<file path="src/rtl/axi4_wr_burst_engine.sv">
// axi4_wr_burst_engine
// Converts a (start address, beat count) command plus a payload stream into
// AXI4 INCR write bursts. Bursts never cross a 4 KB boundary and are capped
// at MAX_LEN beats. At most MAX_OUTSTANDING bursts may await their write
// response. When the last response arrives, the worst BRESP is reported
// with a one-cycle status pulse.
//
// Ports:
//   clk, reset                 clock, synchronous active-high reset
//   cmd_addr, cmd_beats        command: start byte address, length in beats
//   cmd_valid, cmd_ready       command handshake (ready only when idle)
//   i_tdata/i_tvalid/i_tready  payload stream, passed straight to the W channel
//   awid..awvalid, awready     AXI4 write-address channel
//   wdata..wvalid, wready      AXI4 write-data channel
//   bid, bresp, bvalid, bready AXI4 write-response channel (bid ignored)
//   sts_valid, sts_resp        completion pulse and worst response seen

module axi4_wr_burst_engine #(
  parameter int DWIDTH          = 64,
  parameter int AWIDTH          = 32,
  parameter int IDWIDTH         = 4,
  parameter int AXI_ID          = 0,
  parameter int MAX_LEN         = 256,
  parameter int MAX_OUTSTANDING = 4
) (
  input  logic                  clk,
  input  logic                  reset,

  input  logic [AWIDTH-1:0]     cmd_addr,
  input  logic [15:0]           cmd_beats,
  input  logic                  cmd_valid,
  output logic                  cmd_ready,

  input  logic [DWIDTH-1:0]     i_tdata,
  input  logic                  i_tvalid,
  output logic                  i_tready,

  output logic [IDWIDTH-1:0]    awid,
  output logic [AWIDTH-1:0]     awaddr,
  output logic [7:0]            awlen,
  output logic [2:0]            awsize,
  output logic [1:0]            awburst,
  output logic                  awvalid,
  input  logic                  awready,

  output logic [DWIDTH-1:0]     wdata,
  output logic [DWIDTH/8-1:0]   wstrb,
  output logic                  wlast,
  output logic                  wvalid,
  input  logic                  wready,

  input  logic [IDWIDTH-1:0]    bid,
  input  logic [1:0]            bresp,
  input  logic                  bvalid,
  output logic                  bready,

  output logic                  sts_valid,
  output logic [1:0]            sts_resp
);

  localparam int BYTES = DWIDTH / 8;
  localparam int SIZE  = $clog2(BYTES);
  localparam logic [AWIDTH-1:0] ALIGN_MASK = ~(AWIDTH'(BYTES - 1));

  typedef enum logic [1:0] {
    IDLE,
    ADDR,
    DATA,
    WAIT_B
  } state_t;

  state_t            state;
  state_t            state_nxt;

  logic [AWIDTH-1:0] addr;
  logic [15:0]       remaining;
  logic [7:0]        beat;
  logic [3:0]        outstanding;
  logic [1:0]        acc;

  logic [12:0]       room_4k;
  logic [16:0]       len_cap;
  logic [8:0]        blen;
  logic              last_beat;

  logic              cmd_hs;
  logic              aw_hs;
  logic              w_hs;
  logic              b_hs;
  logic              unused_bid;

  assign unused_bid = ^bid;

  // Current burst length. It depends only on addr and remaining, and both
  // stay frozen from ADDR until the wlast handshake. The same value
  // therefore drives awlen and the beat count for the W channel.
  always_comb begin
    room_4k   = (13'h1000 - {1'b0, addr[11:0]}) >> SIZE;
    len_cap   = (17'(remaining) < 17'(MAX_LEN)) ? 17'(remaining) : 17'(MAX_LEN);
    blen      = (len_cap < 17'(room_4k)) ? 9'(len_cap) : 9'(room_4k);
    last_beat = (beat == 8'(blen - 9'd1));
  end

  always_comb begin
    state_nxt = state;
    cmd_ready = 1'b0;
    awvalid   = 1'b0;
    awaddr    = '0;
    awlen     = '0;
    awsize    = '0;
    awburst   = '0;
    awid      = '0;
    wvalid    = 1'b0;
    wdata     = '0;
    wstrb     = '0;
    wlast     = 1'b0;
    i_tready  = 1'b0;
    bready    = ~reset;
    if (!reset) begin
      case (state)
        IDLE: begin
          cmd_ready = 1'b1;
          if (cmd_valid && cmd_beats != '0) begin
            state_nxt = ADDR;
          end
        end
        ADDR: begin
          awvalid = (outstanding < 4'(MAX_OUTSTANDING));
          awaddr  = addr;
          awlen   = 8'(blen - 9'd1);
          awsize  = 3'(SIZE);
          awburst = 2'b01;
          awid    = IDWIDTH'(AXI_ID);
          if (awvalid && awready) begin
            state_nxt = DATA;
          end
        end
        DATA: begin
          wvalid   = i_tvalid;
          i_tready = wready;
          wdata    = i_tdata;
          wstrb    = '1;
          wlast    = last_beat;
          if (i_tvalid && wready && last_beat) begin
            state_nxt = (remaining == 16'(blen)) ? WAIT_B : ADDR;
          end
        end
        WAIT_B: begin
          if (outstanding == '0) begin
            state_nxt = IDLE;
          end
        end
        default: state_nxt = IDLE;
      endcase
    end
  end

  assign cmd_hs = cmd_valid & cmd_ready;
  assign aw_hs  = awvalid & awready;
  assign w_hs   = wvalid & wready;
  assign b_hs   = bvalid & bready;

  always_ff @(posedge clk) begin
    if (reset) begin
      state       <= IDLE;
      addr        <= '0;
      remaining   <= '0;
      beat        <= '0;
      outstanding <= '0;
      acc         <= '0;
      sts_valid   <= 1'b0;
      sts_resp    <= '0;
    end else begin
      state <= state_nxt;

      if (cmd_hs) begin
        addr      <= cmd_addr & ALIGN_MASK;
        remaining <= cmd_beats;
        beat      <= '0;
      end else if (w_hs) begin
        if (last_beat) begin
          addr      <= addr + (AWIDTH'(blen) << SIZE);
          remaining <= remaining - 16'(blen);
          beat      <= '0;
        end else begin
          beat <= beat + 8'd1;
        end
      end

      // Simultaneous AW and B handshakes cancel out.
      if (aw_hs && !b_hs) begin
        outstanding <= outstanding + 4'd1;
      end else if (b_hs && !aw_hs && outstanding != '0) begin
        outstanding <= outstanding - 4'd1;
      end

      if (cmd_hs) begin
        acc <= '0;
      end else if (b_hs && bresp > acc) begin
        acc <= bresp;
      end

      // Status is registered. The accumulator therefore already holds the
      // final response, and a zero-beat command reports on the next cycle.
      sts_valid <= 1'b0;
      sts_resp  <= '0;
      if (cmd_hs && cmd_beats == '0) begin
        sts_valid <= 1'b1;
      end else if (state == WAIT_B && outstanding == '0) begin
        sts_valid <= 1'b1;
        sts_resp  <= acc;
      end
    end
  end

endmodule

</file>
<file path="config.mk">
export PLATFORM = sky130hd
export DESIGN_NAME = axi4_wr_burst_engine
export DESIGN_NICKNAME = d
export VERILOG_FILES = /design/src/rtl/axi4_wr_burst_engine.sv
export SDC_FILE = /design/constraint.sdc
export NUM_CORES = 1
export LEC_CHECK = 0
export CAP_MARGIN = 10
export CELL_PAD_IN_SITES_DETAIL_PLACEMENT = 1
export CELL_PAD_IN_SITES_GLOBAL_PLACEMENT = 2
export CORE_UTILIZATION = 32
export CTS_BUF_LIST = sky130_fd_sc_hd__clkbuf_2 sky130_fd_sc_hd__clkbuf_4 sky130_fd_sc_hd__clkbuf_8
export DETAILED_ROUTE_END_ITERATION = 16
export DONT_BUFFER_PORTS = 1
export PLACE_DENSITY_LB_ADDON = 0.1
export SETUP_SLACK_MARGIN = 0.05
export SLEW_MARGIN = 10
export SYNTH_ARGS = -nofsm -noshare
export SYNTH_HDL_FRONTEND = slang
export SYNTH_SLANG_ARGS = --single-unit
</file>
<file path="constraint.sdc">
create_clock -name clk -period 5.59 [get_ports clk]
set_input_delay 1.118 -clock clk [delete_from_list [all_inputs] [get_ports clk]]
set_output_delay 1.118 -clock clk [all_outputs]
set_load 0.1 [all_outputs]
</file>
* Word level (Yosys, flattened, before mapping)
Cells that the tools add are included.
** Storage, ports and cells
- Output and inout port bits :: 130
- Input bits :: 125
- Register bits :: 67
- Logic and storage cells :: 101
** Operators by class
- Multiplexer cells :: 41
- $add $sub $neg :: 7
- Reductions and logical operators :: 25
- Equal/unequal tests :: 9
- $lt $le $gt $ge :: 4
- Bitwise gates (word level) :: 6
** Operator list (count)
- $mux W32 :: 5
- $mux W64 :: 2
- $mux W16 :: 4
- $mux W8 :: 5
- $add A32 B12 Y32 :: 1
- $eq A16 B9 Y1 :: 1
- $logic_not A16 Y1 :: 1
- $lt A16 B10 Y1 :: 1
- $lt A16 B9 Y1 const B :: 1
- $reduce_bool A16 Y1 :: 1
- $sub A16 B9 Y16 :: 1
- $mux W1 :: 14
- $mux W2 :: 7
- $sub A13 B12 Y13 const A :: 1
- $logic_and A1 B1 Y1 :: 10
- $mux W9 :: 1
- $add A8 B1 Y8 const B :: 1
- $eq A8 B8 Y1 :: 1
- $mux W4 :: 2
- $ne A2 B2 Y1 const B :: 4
- $pmux W2 S4 :: 1
- $sub A8 B1 Y8 const B :: 1
- $reduce_bool A2 Y1 :: 3
- $add A4 B1 Y4 const B :: 1
- other kinds (15) :: 22

* Depth between registers and ports, before layout
Gate-level depths: netlist of run 1.
- Word-level depth :: 9
- Mapped depth :: 27
- Gate-level depth less buffers :: 25

* Least setup slack after synthesis of run 1
Ideal clock, no wire load.
- Path kind :: reg-to-output
- Start point :: reg addr[5]
- End point :: out wlast
- Path buffers :: 2
- Stages on the path, launching flop included :: 22
- Arrival :: 6.786 ns
- Path slack :: -2.314 ns
- Cells stage by stage :: dfxtp_1 buf_2 or4_1 nor3_1 xor2_1 ha_1 and4_1 or3_4 or4_1 buf_2 a211oi_2 or2_2 inv_1 ha_1 inv_1 a21o_1 xnor2_1 a211o_1 a21oi_1 nand4_2 or2_1 nor3_1
** On the way
- Word-level cells in the longest chain between the ends :: 7
** RTL lines
- start, declared :: RTL line 75 : logic [AWIDTH-1:0] addr;
- start signal, assigned :: RTL line 177 : addr <= cmd_addr & ALIGN_MASK;
- start signal, assigned :: RTL line 182 : addr <= addr + (AWIDTH'(blen) << SIZE);
- $sub A13 B12 Y13 (*) :: RTL line 98 : room_4k = (13'h1000 - {1'b0, addr[11:0]}) >> SIZE;
- $lt A16 B10 Y1 :: RTL line 100 : blen = (len_cap < 17'(room_4k)) ? 9'(len_cap) : 9'(room_4k);
- $mux W9 (*) :: RTL line 100
- $sub A8 B1 Y8 (*) :: RTL line 101 : last_beat = (beat == 8'(blen - 9'd1));
- $eq A8 B8 Y1 (*) :: RTL line 101
- $mux W1 (*) :: RTL line 120 : case (state)
- $mux W1 (*) :: RTL line 119 : if (!reset) begin
- end, declared :: RTL line 48 : output logic wlast,
Every way passes the cells marked *; elsewhere a longest branch is shown, timed or not.

* Final worst setup path of run 1
Ends and elaborated chain as after synthesis.

==> impl_metrics.tcl, run 1 <==
set metrics [dict create \
    place_inst 1170 \
    cts-root-buf "clkbuf_8" \
    fin_nets 1162 \
    rows 50 \
    critical_path_required_ns 4.47 \
    dieWidth_um 141 \
    final.period_utilization 1.15 \
    netlist_area_um2 6160 \
    firstDrtPassIters 4 \
    syn_inst 825 \
    path_max_fanout 4 \
    violations "negative setup slack" \
    fin_cells 1242 \
    wirelength_um 27500 \
    met1_length_um 12600 \
    seq_area_frac_synth 0.208 \
    pwr-share-seq 0.168 \
    vias 6853 \
    wl_met3_um 1070 \
    timing.critical_path.to_type "output port" \
    gp_congestion 0.890 \
    fin_ws_ns -0.836 \
    cts_buffers 9 \
    ys_dominant_reg_cell "dfxtp_1" \
    antenna_found_initial 0 \
    multi_input_area_um2 4970 \
    synth_edf_count 0 \
    p_per_area_nw_per_um2 373 \
    cp-start-kind "register" \
    drtIter0Drc 280 \
    slowest_stage "or4_4" \
    maxUsedRoutingLayer "met4" \
    netlist-cell-type-count 91 \
    cpPeakStageDelay_ns 0.59 \
    core-area_um2 18800 \
    run_status "finished, violations left" \
    drive_above_1_share 0.371 \
    slew_violations 0 \
    remaining_drc_errors 0 \
    final_common_cell "buf_4" \
    clkTransAtPathRegs_ns 0.08 \
    wl_per_cell_um 22.2 \
    max_slew_margin 0.277 \
    leakage_nw 3.89 \
    hold_buffers 0 \
    place_worst_setup_slack_ns -0.488 \
    h-tree-depth 3 \
    wl_met2_um 13400 \
    seq_area_um2 1290 \
    p_int_w 0.00174 \
    synthToLayoutAreaGrowth_pct 46.7 \
    pwr-share-clk 0.149 \
    pin_count 255 \
    via_per_inst 5.52 \
    mostFrequentLayoutCells "186 x buf_4, 93 x and2_1, 60 x nor2_1, 60 x dfxtp_1, 51 x nand2_1" \
    ys_ff_latch 64 \
    post-route-min-period_ns 6.43 \
    grt_max_degree 72 \
    power_switching_w 0.00163 \
    path_buf_inv 3 \
    hold_viol 0 \
    cts_tree "done" \
    grt_pass1_vias 7169 \
    fin_skew_ns 0.0167 \
    clock_sinks 64 \
    clock_latency_ns 0.37 \
    path_delay_family "simple AND/OR/NAND/NOR gates" \
    synthArstFlopShare 0 \
    switching_share 0.485 \
    dieArea_um2 19800 \
    worst-endpoint-arrival_ns 5.31 \
    n_fill_cell 2244 \
    ir_drop_uv 213 \
    clockBufferDepth 2 \
    pwr-share-comb 0.683 \
    hpwl_um 20800 \
    avgSynthCellArea_um2 7.46 \
    fmax_ghz 0.156 \
    worst_pin_slew_ns 1.09 \
    hp-class "register to register" \
    rsz0062_at_grt "yes" \
    port_buffers 0 \
    antenna_cells 0 \
    grt_overflow_total 0 \
    hold_ws_ns 0.474 \
    setup_viol 24 \
    grt.total_usage 0.275 \
    crit_chain "or4_4 > nor3_4 > xor2_2 > ha_4 > and4_1 > or3_4 > or4_4 > a211oi_4 > or2_4 > inv_2 > ha_4 > buf_4 > o221ai_1 > o31a_1 > xor3_1 > nand4_2 > or2_4 > nor3_4 > buf_12" \
    drv_cap 0 \
    die_height_um 141 \
    drtAntennaViolNets 0 \
    yosys_warnings 0 \
    start_util 0.328 \
    path_class "register to output port" \
    grt_pass1_wl_um 41700 \
    power_w 0.00337 \
]
[logic make-up (layout without fill, tap and decap cells)]
group / count (synthesis) / count (layout) / share of synthesized area
AOI/OAI and AO/OA: 185 / 185 / 0.217
xor gates and xnor gates: 48 / 48 / 0.0707
adders and majority gates: 35 / 35 / 0.0744
buffers and inverters: 107 / 280 / 0.0795
DFF: 64 / 64 / 0.208
muxes: 3 / 3 / 0.00488
other: 1 / 10 / 0.000609
and+or+nand+nor: 382 / 383 / 0.344
[per-layer routing]
| metal | vias to the layer above | global-route usage |
|---|---|---|
| li1 | 3272 | - |
| met1 | 3415 | 0.371 |
| met2 | 141 | 0.457 |
| met3 | 25 | 0.0353 |
| met4 | 0 | 0.0824 |
| met5 | - | 0 |
[layout make-up]
type | count | share of cell area
clock buffers | 14 | 0.0200
flip-flops and latches | 64 | 0.142
repair buffers | 223 | 0.231
multi-input cells | 664 | 0.550
well taps | 234 | 0.0324
inverters | 41 | 0.0172
clock inverters | 2 | 0.00665
[worst reg2reg max path, delay by kind of cell, from the launching register on]
kind	cells	cell delay, ns
fa+ha+maj	2	0.59
simple gates	7	2.21
compound gates	3	0.49
buf+inv	14	1.83
flops	1	0.33
xor+xnor	2	0.40
[sequential cells by signal, indices dropped and copies added (netlist names)]
register and cells:
sts_resp 2, outstanding 4, remaining 16, beat 8, addr 29, sts_valid 1
acc 2, state 2
[synth_stat cells (all sizes together) (5+ instances only)]
master,number,area [um^2]
a211oi,17,138
a21o,13,97.6
a21oi,37,185
a22oi,5,37.5
a311oi,6,52.6
a31oi,13,81.3
and2,93,582
and3,16,100
buf,31,204
clkbuf,35,131
dfxtp,64,1280
ha,31,388
inv,40,150
nand2,56,210
nand2b,6,37.5
nand3,30,155
nand4,13,87.6
nor2,82,310
nor3,22,131
nor4,21,159
o21ai,33,169
o221a,7,78.8
or2,9,56.3
or3,12,80.1
or4,6,48.8
xnor2,29,254
xor2,18,158
[worst paths after layout]
| path | start | to | slack, ns | depth (start not counted) |
|---|---|---|---|---|
| worst max-delay path | addr[5] | wlast | -0.84 | 19 |
| worst min-delay path | acc[0] | sts_resp[0] | 0.47 | 2 |
| worst max register to register | addr[5] | addr[7] | -0.38 | 28 |
| worst min register to register | acc[0] | sts_resp[0] | 0.47 | 2 |
[power by group through the flow]
stage	Combinational, W	Clock [W]	Sequential (W)
after CTS	0.00224	0.000515	0.000563
after global routing	0.00246	0.000533	0.000574
after global placement	0.00202	0	0.000567
final	0.00230	0.000503	0.000565
after detailed placement	0.00205	0	0.000571
after floorplan	0.00139	0	0.000558
[per-stage QoR]
| step | TNS [ns] | utilization | cell area, um^2 |
|---|---|---|---|
| 2_1_floorplan | -0.729 | - | 6320 |
| 3_3_place_gp | -1.31 | 0.420 | 7880 |
| 3_5_place_dp | -5.56 | 0.420 | 7880 |
| 4_1_cts | -14.13 | 0.472 | 8860 |
| 5_1_grt | -10.91 | 0.481 | 9030 |
| 6_report | -3.88 | 0.481 | 9030 |
[repair_timing]
item / 4_1_cts / 5_1_grt
cloned: 2 / 1
setup buffers: 48 / 14
gates resized for setup: 78 / 34
endpoints found under the setup margin: 52 / 55
pin swaps: 55 / 27
hold endpoints to repair: 0 / 0
No activity file was read; power rests on OpenSTA's default activity.
==> run 2, diff against run 1 <==
- CORE_MARGIN: default -> 5
==> run 2 against run 1 <==
  * The run still ends with negative setup slack left
  * Non-clock buffer count fell by 4
  * Maximum frequency is 1.8% higher
  * Clock power shrank 5.6%
  * Clock skew decreased by 0.0084 ns
  * Worst setup slack improved by 0.12 ns
  * Die area is 12% higher
  * Sequential share of layout area is essentially flat
  * Global-route usage down 3.2 points
==> impl_metrics.tcl, run 2 (synthesized netlist as in run 1, its figures left out) <==
set metrics [dict create \
    run_status "finished, violations left" \
    violations "negative setup slack" \
    clkTransAtPathRegs_ns 0.07 \
    place_inst 1195 \
    cp-start-kind "register" \
    multi_input_area_um2 5140 \
    rows 50 \
    p_int_w 0.00179 \
    holdPathEnd "sts_resp[0]" \
    worst_pin_slew_ns 1.16 \
    grt_pass1_vias 7291 \
    timing.critical_path.to_type "output port" \
    post-route-min-period_ns 6.31 \
    fin_ws_ns -0.721 \
    pin_count 255 \
    slew_violations 0 \
    setup_viol 6 \
    port_buffers 0 \
    leakage_nw 3.88 \
    grt_pass1_wl_um 42000 \
    start_util 0.327 \
    r2r_slack_ns -0.16 \
    wl_per_cell_um 22.7 \
    wirelength_um 28700 \
    remaining_drc_errors 0 \
    fin_setup_tns_ns -1.34 \
    fin_cells 1263 \
    drive_above_1_share 0.378 \
    holdCritStartpoint "acc[0]" \
    n_fill_cell 2224 \
    h-tree-depth 3 \
    mostFrequentLayoutCells "189 x buf_4, 93 x and2_1, 61 x dfxtp_1" \
    drv_cap 0 \
    gp_congestion 0.902 \
    seq_area_um2 1280 \
    firstDrtPassIters 5 \
    die_height_um 149 \
    r2r-start "remaining[12]" \
    via_per_inst 5.44 \
    dieWidth_um 149 \
    fin_nets 1157 \
    path_class "register to output port" \
    grt_overflow_total 0 \
    hold_buffers 0 \
    rr_worst_depth 26 \
    place_area_um2 7770 \
    cts_tree "done" \
    clockBufferDepth 2 \
    fmax_ghz 0.158 \
    cts-root-buf "clkbuf_8" \
    pwr-share-clk 0.137 \
    core-area_um2 18800 \
    drtAntennaViolNets 0 \
    antenna_found_initial 2 \
    synthToLayoutAreaGrowth_pct 46.8 \
    hp-class "register to register" \
    fin_skew_ns 0.00839 \
    ir_drop_uv 148 \
    p_per_area_nw_per_um2 385 \
    rsz0062_at_grt "yes" \
    fin_area_um2 9040 \
    top_register "addr" \
    fin_util 0.480 \
    hpwl_um 22200 \
    clock_sinks 64 \
    max_slew_margin 0.235 \
    grt_max_degree 71 \
    grt.total_usage 0.243 \
    cts_buffers 9 \
    final_common_cell "buf_4" \
    dieArea_um2 22100 \
    hold_viol 0 \
    final.period_utilization 1.13 \
    pwr-share-comb 0.701 \
    top_regs "addr x29, remaining x16, beat x8" \
    switching_share 0.486 \
    drtIter0Drc 295 \
    path_max_fanout 5 \
    hold-path-cell-count 2 \
    pwr-share-seq 0.163 \
    rr_endpoint "addr[25]" \
    largest_reg_flops 29 \
    clock_latency_ns 0.37 \
    worst-endpoint-arrival_ns 5.19 \
    vias 6872 \
    power_switching_w 0.00169 \
    critical_path_required_ns 4.47 \
]
-- run 2: area by class of cell --
type | instances | share of cell area
multi-input combinational | 663 | 0.568
timing repair buffer | 219 | 0.211
sequential | 64 | 0.142
tap | 260 | 0.0360
clock buffer | 12 | 0.0176
inverter | 41 | 0.0172
clock inverter | 3 | 0.00720
antenna | 1 | 0.000277
-- run 2: per-layer routing --
layer	up-vias	wire length (um)	GRT usage
li1	3273	-	-
met1	3423	12400	0.313
met2	147	14700	0.417
met3	29	1200	0.0466
met4	0	448	0.0610
met5	-	0	0
-- run 2: through the flow --
stage          hold WS, ns  setup WS (ns)  total power [W]
4_1_cts              0.469         -0.758          0.00327
3_5_place_dp         0.452         -0.413          0.00264
5_1_grt              0.491         -0.932          0.00368
2_1_floorplan        0.426         -0.729          0.00195
3_3_place_gp         0.449         -0.316          0.00259
6_report             0.463         -0.721          0.00348
-- run 2: how the worst max path moves through the flow --
stage | from | endpoint | depth (start not counted)
after floorplan | addr[7] | wlast | 20
after global placement | addr[8] | wlast | 20
after detailed placement | addr[8] | wlast | 20
after CTS | addr[8] | wlast | 20
after global routing | addr[7] | wlast | 20
final | remaining[12] | wlast | 21
-- run 2: worst max-delay path, stage by stage (launching register included) --
cell      delay [ns]
dfxtp_1         0.32
or4_4           0.56
nor3_4          0.20
inv_2           0.07
nor2_2          0.14
ha_1            0.26
and4_1          0.22
or3_4           0.37
or4_4           0.52
a211oi_4        0.25
or2_4           0.17
inv_2           0.04
ha_4            0.17
inv_2           0.06
a21o_1          0.13
xnor2_1         0.11
a211o_1         0.29
a21oi_2         0.14
nand4_2         0.13
or2_4           0.28
nor3_4          0.20
buf_12          0.20
-- run 2: repair_timing --
item	4_1_cts	5_1_grt
gates resized for setup	44	97
buffers inserted	20	34
setup endpoints to repair	41	43
pin swaps	24	47
cloned	0	1
-- run 2: power by group through the flow --
| stage | registers [W] | clock network, W | logic [W] |
|---|---|---|---|
| final | 0.000566 | 0.000475 | 0.00244 |
| after global routing | 0.000574 | 0.000505 | 0.00260 |
| after CTS | 0.000563 | 0.000485 | 0.00222 |
| after detailed placement | 0.000571 | 0 | 0.00207 |
| after global placement | 0.000567 | 0 | 0.00202 |
| after floorplan | 0.000558 | 0 | 0.00139 |
==> run 3, diff against run 2 <==
- ABC_AREA: default -> 1
- CORE_UTILIZATION: 32 -> 29
==> run 3 against run 2 <==
  * The flow now finishes without violations
  * Synthesized cell count rose by 48%
  * Clock skew grew 0.0076 ns
  * Sequential share of layout area is 1.8 points higher
  * Count of clock-buffer cells in the layout is 2 lower
  * Hold slack got worse by 0.0050 ns
  * Register-to-register slack improved by 0.87 ns
  * Largest cell class unchanged
  * Highest routed layer unchanged
==> impl_metrics.tcl, run 3 <==
set metrics [dict create \
    path_max_fanout 7 \
    synth_common_cells "380 x nand2_1, 223 x nor2_1, 125 x inv_1" \
    drtIter0Drc 273 \
    grt_max_degree 100 \
    critical_path_required_ns 4.47 \
    rr_endpoint "addr[31]" \
    netlist-cell-type-count 40 \
    synth_edf_count 0 \
    crit_end "wlast" \
    dieArea_um2 26500 \
    antenna_found_initial 0 \
    fin_setup_tns_ns 0 \
    run_status "completed" \
    wl_per_cell_um 16.7 \
    avgSynthCellArea_um2 5.53 \
    grt_pass1_vias 7696 \
    place_area_um2 7610 \
    r2r-start "addr[3]" \
    cts_tree "done" \
    h-tree-depth 3 \
    seq_area_frac_synth 0.189 \
    rr_worst_depth 34 \
    final_common_cell "nand2_1" \
    clkTransAtPathRegs_ns 0.08 \
    synth.most_common_cell "nand2_1" \
    firstDrtPassIters 4 \
    mostFrequentLayoutCells "376 x nand2_1, 123 x inv_1, 118 x nand3_1" \
    wirelength_um 26300 \
    cts_buffers 9 \
    hold_ws_ns 0.458 \
    setup_viol 0 \
    gp_congestion 0.843 \
    seq_area_um2 1280 \
    syn_inst 1225 \
    yosys_warnings 0 \
    r2r_slack_ns 0.71 \
    die_height_um 163 \
    fin_nets 1406 \
    cp-start-kind "register" \
    hold_buffers 0 \
    slew_violations 0 \
    ys_dominant_reg_cell "dfxtp_1" \
    clock_sinks 64 \
    antenna_cells 0 \
    cts-root-buf "clkbuf_8" \
    fmax_ghz 0.193 \
    hold_viol 0 \
    max_slew_margin 0.238 \
    worst_pin_slew_ns 1.14 \
    post-route-min-period_ns 5.19 \
    clock_latency_ns 0.37 \
    worst-endpoint-arrival_ns 4.08 \
    synth_top_area_share 0.211 \
    vias 7562 \
    port_buffers 0 \
    core-area_um2 23300 \
    crit_start "addr[3]" \
    hpwl_um 20700 \
    rows 56 \
    netlist_area_um2 6770 \
    hp-class "register to register" \
    place_inst 1545 \
    drive_above_1_share 0.192 \
    synthToLayoutAreaGrowth_pct 18.0 \
    grt_overflow_total 0 \
    drtAntennaViolNets 0 \
    multi_input_area_um2 5060 \
    fin_area_um2 7990 \
    largest_reg_flops 29 \
    top_regs "addr x29, remaining x16, beat x8" \
    remaining_drc_errors 0 \
    synthArstFlopShare 0 \
    timing.critical_path.to_type "output port" \
    drv_cap 0 \
    final.period_utilization 0.929 \
    grt_pass1_wl_um 41100 \
    pin_count 255 \
    top_register "addr" \
    start_util 0.291 \
    grt.total_usage 0.193 \
    path_class "register to output port" \
    ys_ff_latch 64 \
    fin_skew_ns 0.0159 \
    yosysTopAreaCell "nand2_1" \
    fin_cells 1569 \
    n_fill_cell 3197 \
    clockBufferDepth 2 \
    dieWidth_um 163 \
    yosys-top-cells-area "nand2_1 21%, dfxtp_1 19%, nor2_1 12%" \
    via_per_inst 4.82 \
]
-- run 3: cells by family after synthesis --
| group | synth area share |
|---|---|
| muxes | 0.00148 |
| xor gates and xnor gates | 0.0362 |
| buffers and inverters | 0.126 |
| adders and majority gates | 0.0661 |
| DFF | 0.189 |
| other | 0.000554 |
| and+or+nand+nor | 0.495 |
| AOI/OAI and AO/OA | 0.0859 |
-- run 3: area by class of cell --
cell class,instances,area share
sequential,64,0.160
timing repair buffer,67,0.0694
clock buffer,10,0.0172
clock inverter,4,0.00877
inverter,129,0.0606
multi-input combinational,976,0.634
tap,319,0.0500
-- run 3: layer usage --
metal  wire length, um  vias up  track usage
met3               951       22       0.0319
met4               532        0       0.0579
met5                 0        -            0
met1             12900     3530        0.263
met2             11900      137        0.315
li1                  -     3873            -
-- run 3: critical path, stage by stage (launching register included) --
cell and delay [ns]:
dfxtp_1 0.32, nor3_2 0.23, inv_1 0.08, nor3_2 0.12, nand2_1 0.13, nor2_4 0.13
xor2_2 0.23, ha_1 0.30, nand2_1 0.10, nor2_1 0.06, a211oi_2 0.13, nand2_1 0.11
nand2_4 0.14, clkbuf_2 0.17, nand3_1 0.13, nand2_4 0.13, nand2_2 0.10, nor2_2 0.13
nand2_1 0.05, nand2_1 0.07, nand2_1 0.08, nand2_1 0.08, nand2_2 0.07, nand3b_1 0.20
nor2_2 0.20, buf_12 0.20
-- run 3: worst min path at each step --
stage	start	end	slack, ns	depth (start not counted)
2_1_floorplan	outstanding[3]	outstanding[3]	0.42	1
3_3_place_gp	outstanding[3]	outstanding[3]	0.44	1
3_5_place_dp	outstanding[3]	outstanding[3]	0.45	1
4_1_cts	outstanding[3]	outstanding[3]	0.46	1
5_1_grt	acc[0]	sts_resp[0]	0.49	2
6_report	outstanding[3]	outstanding[3]	0.46	1
-- run 3: through the flow --
step | utilization | setup WS (ns)
floorplan | - | 0.192
global placement | 0.327 | 0.209
detailed placement | 0.327 | 0.128
CTS | 0.337 | 0.0753
global route | 0.343 | -0.0191
finish | 0.343 | 0.397
-- run 3: repair_timing --
item | CTS | global route
hold endpoints to repair | 0 | 0
gates resized for setup | 5 | 20
setup endpoints to repair | 1 | 3
pin swaps | 0 | 8
setup buffers | 1 | 9
Power of run 3 is left out: the tool's default activity adds up to more than one toggle a clock period on the data nets, which glitch-free logic cannot reach.
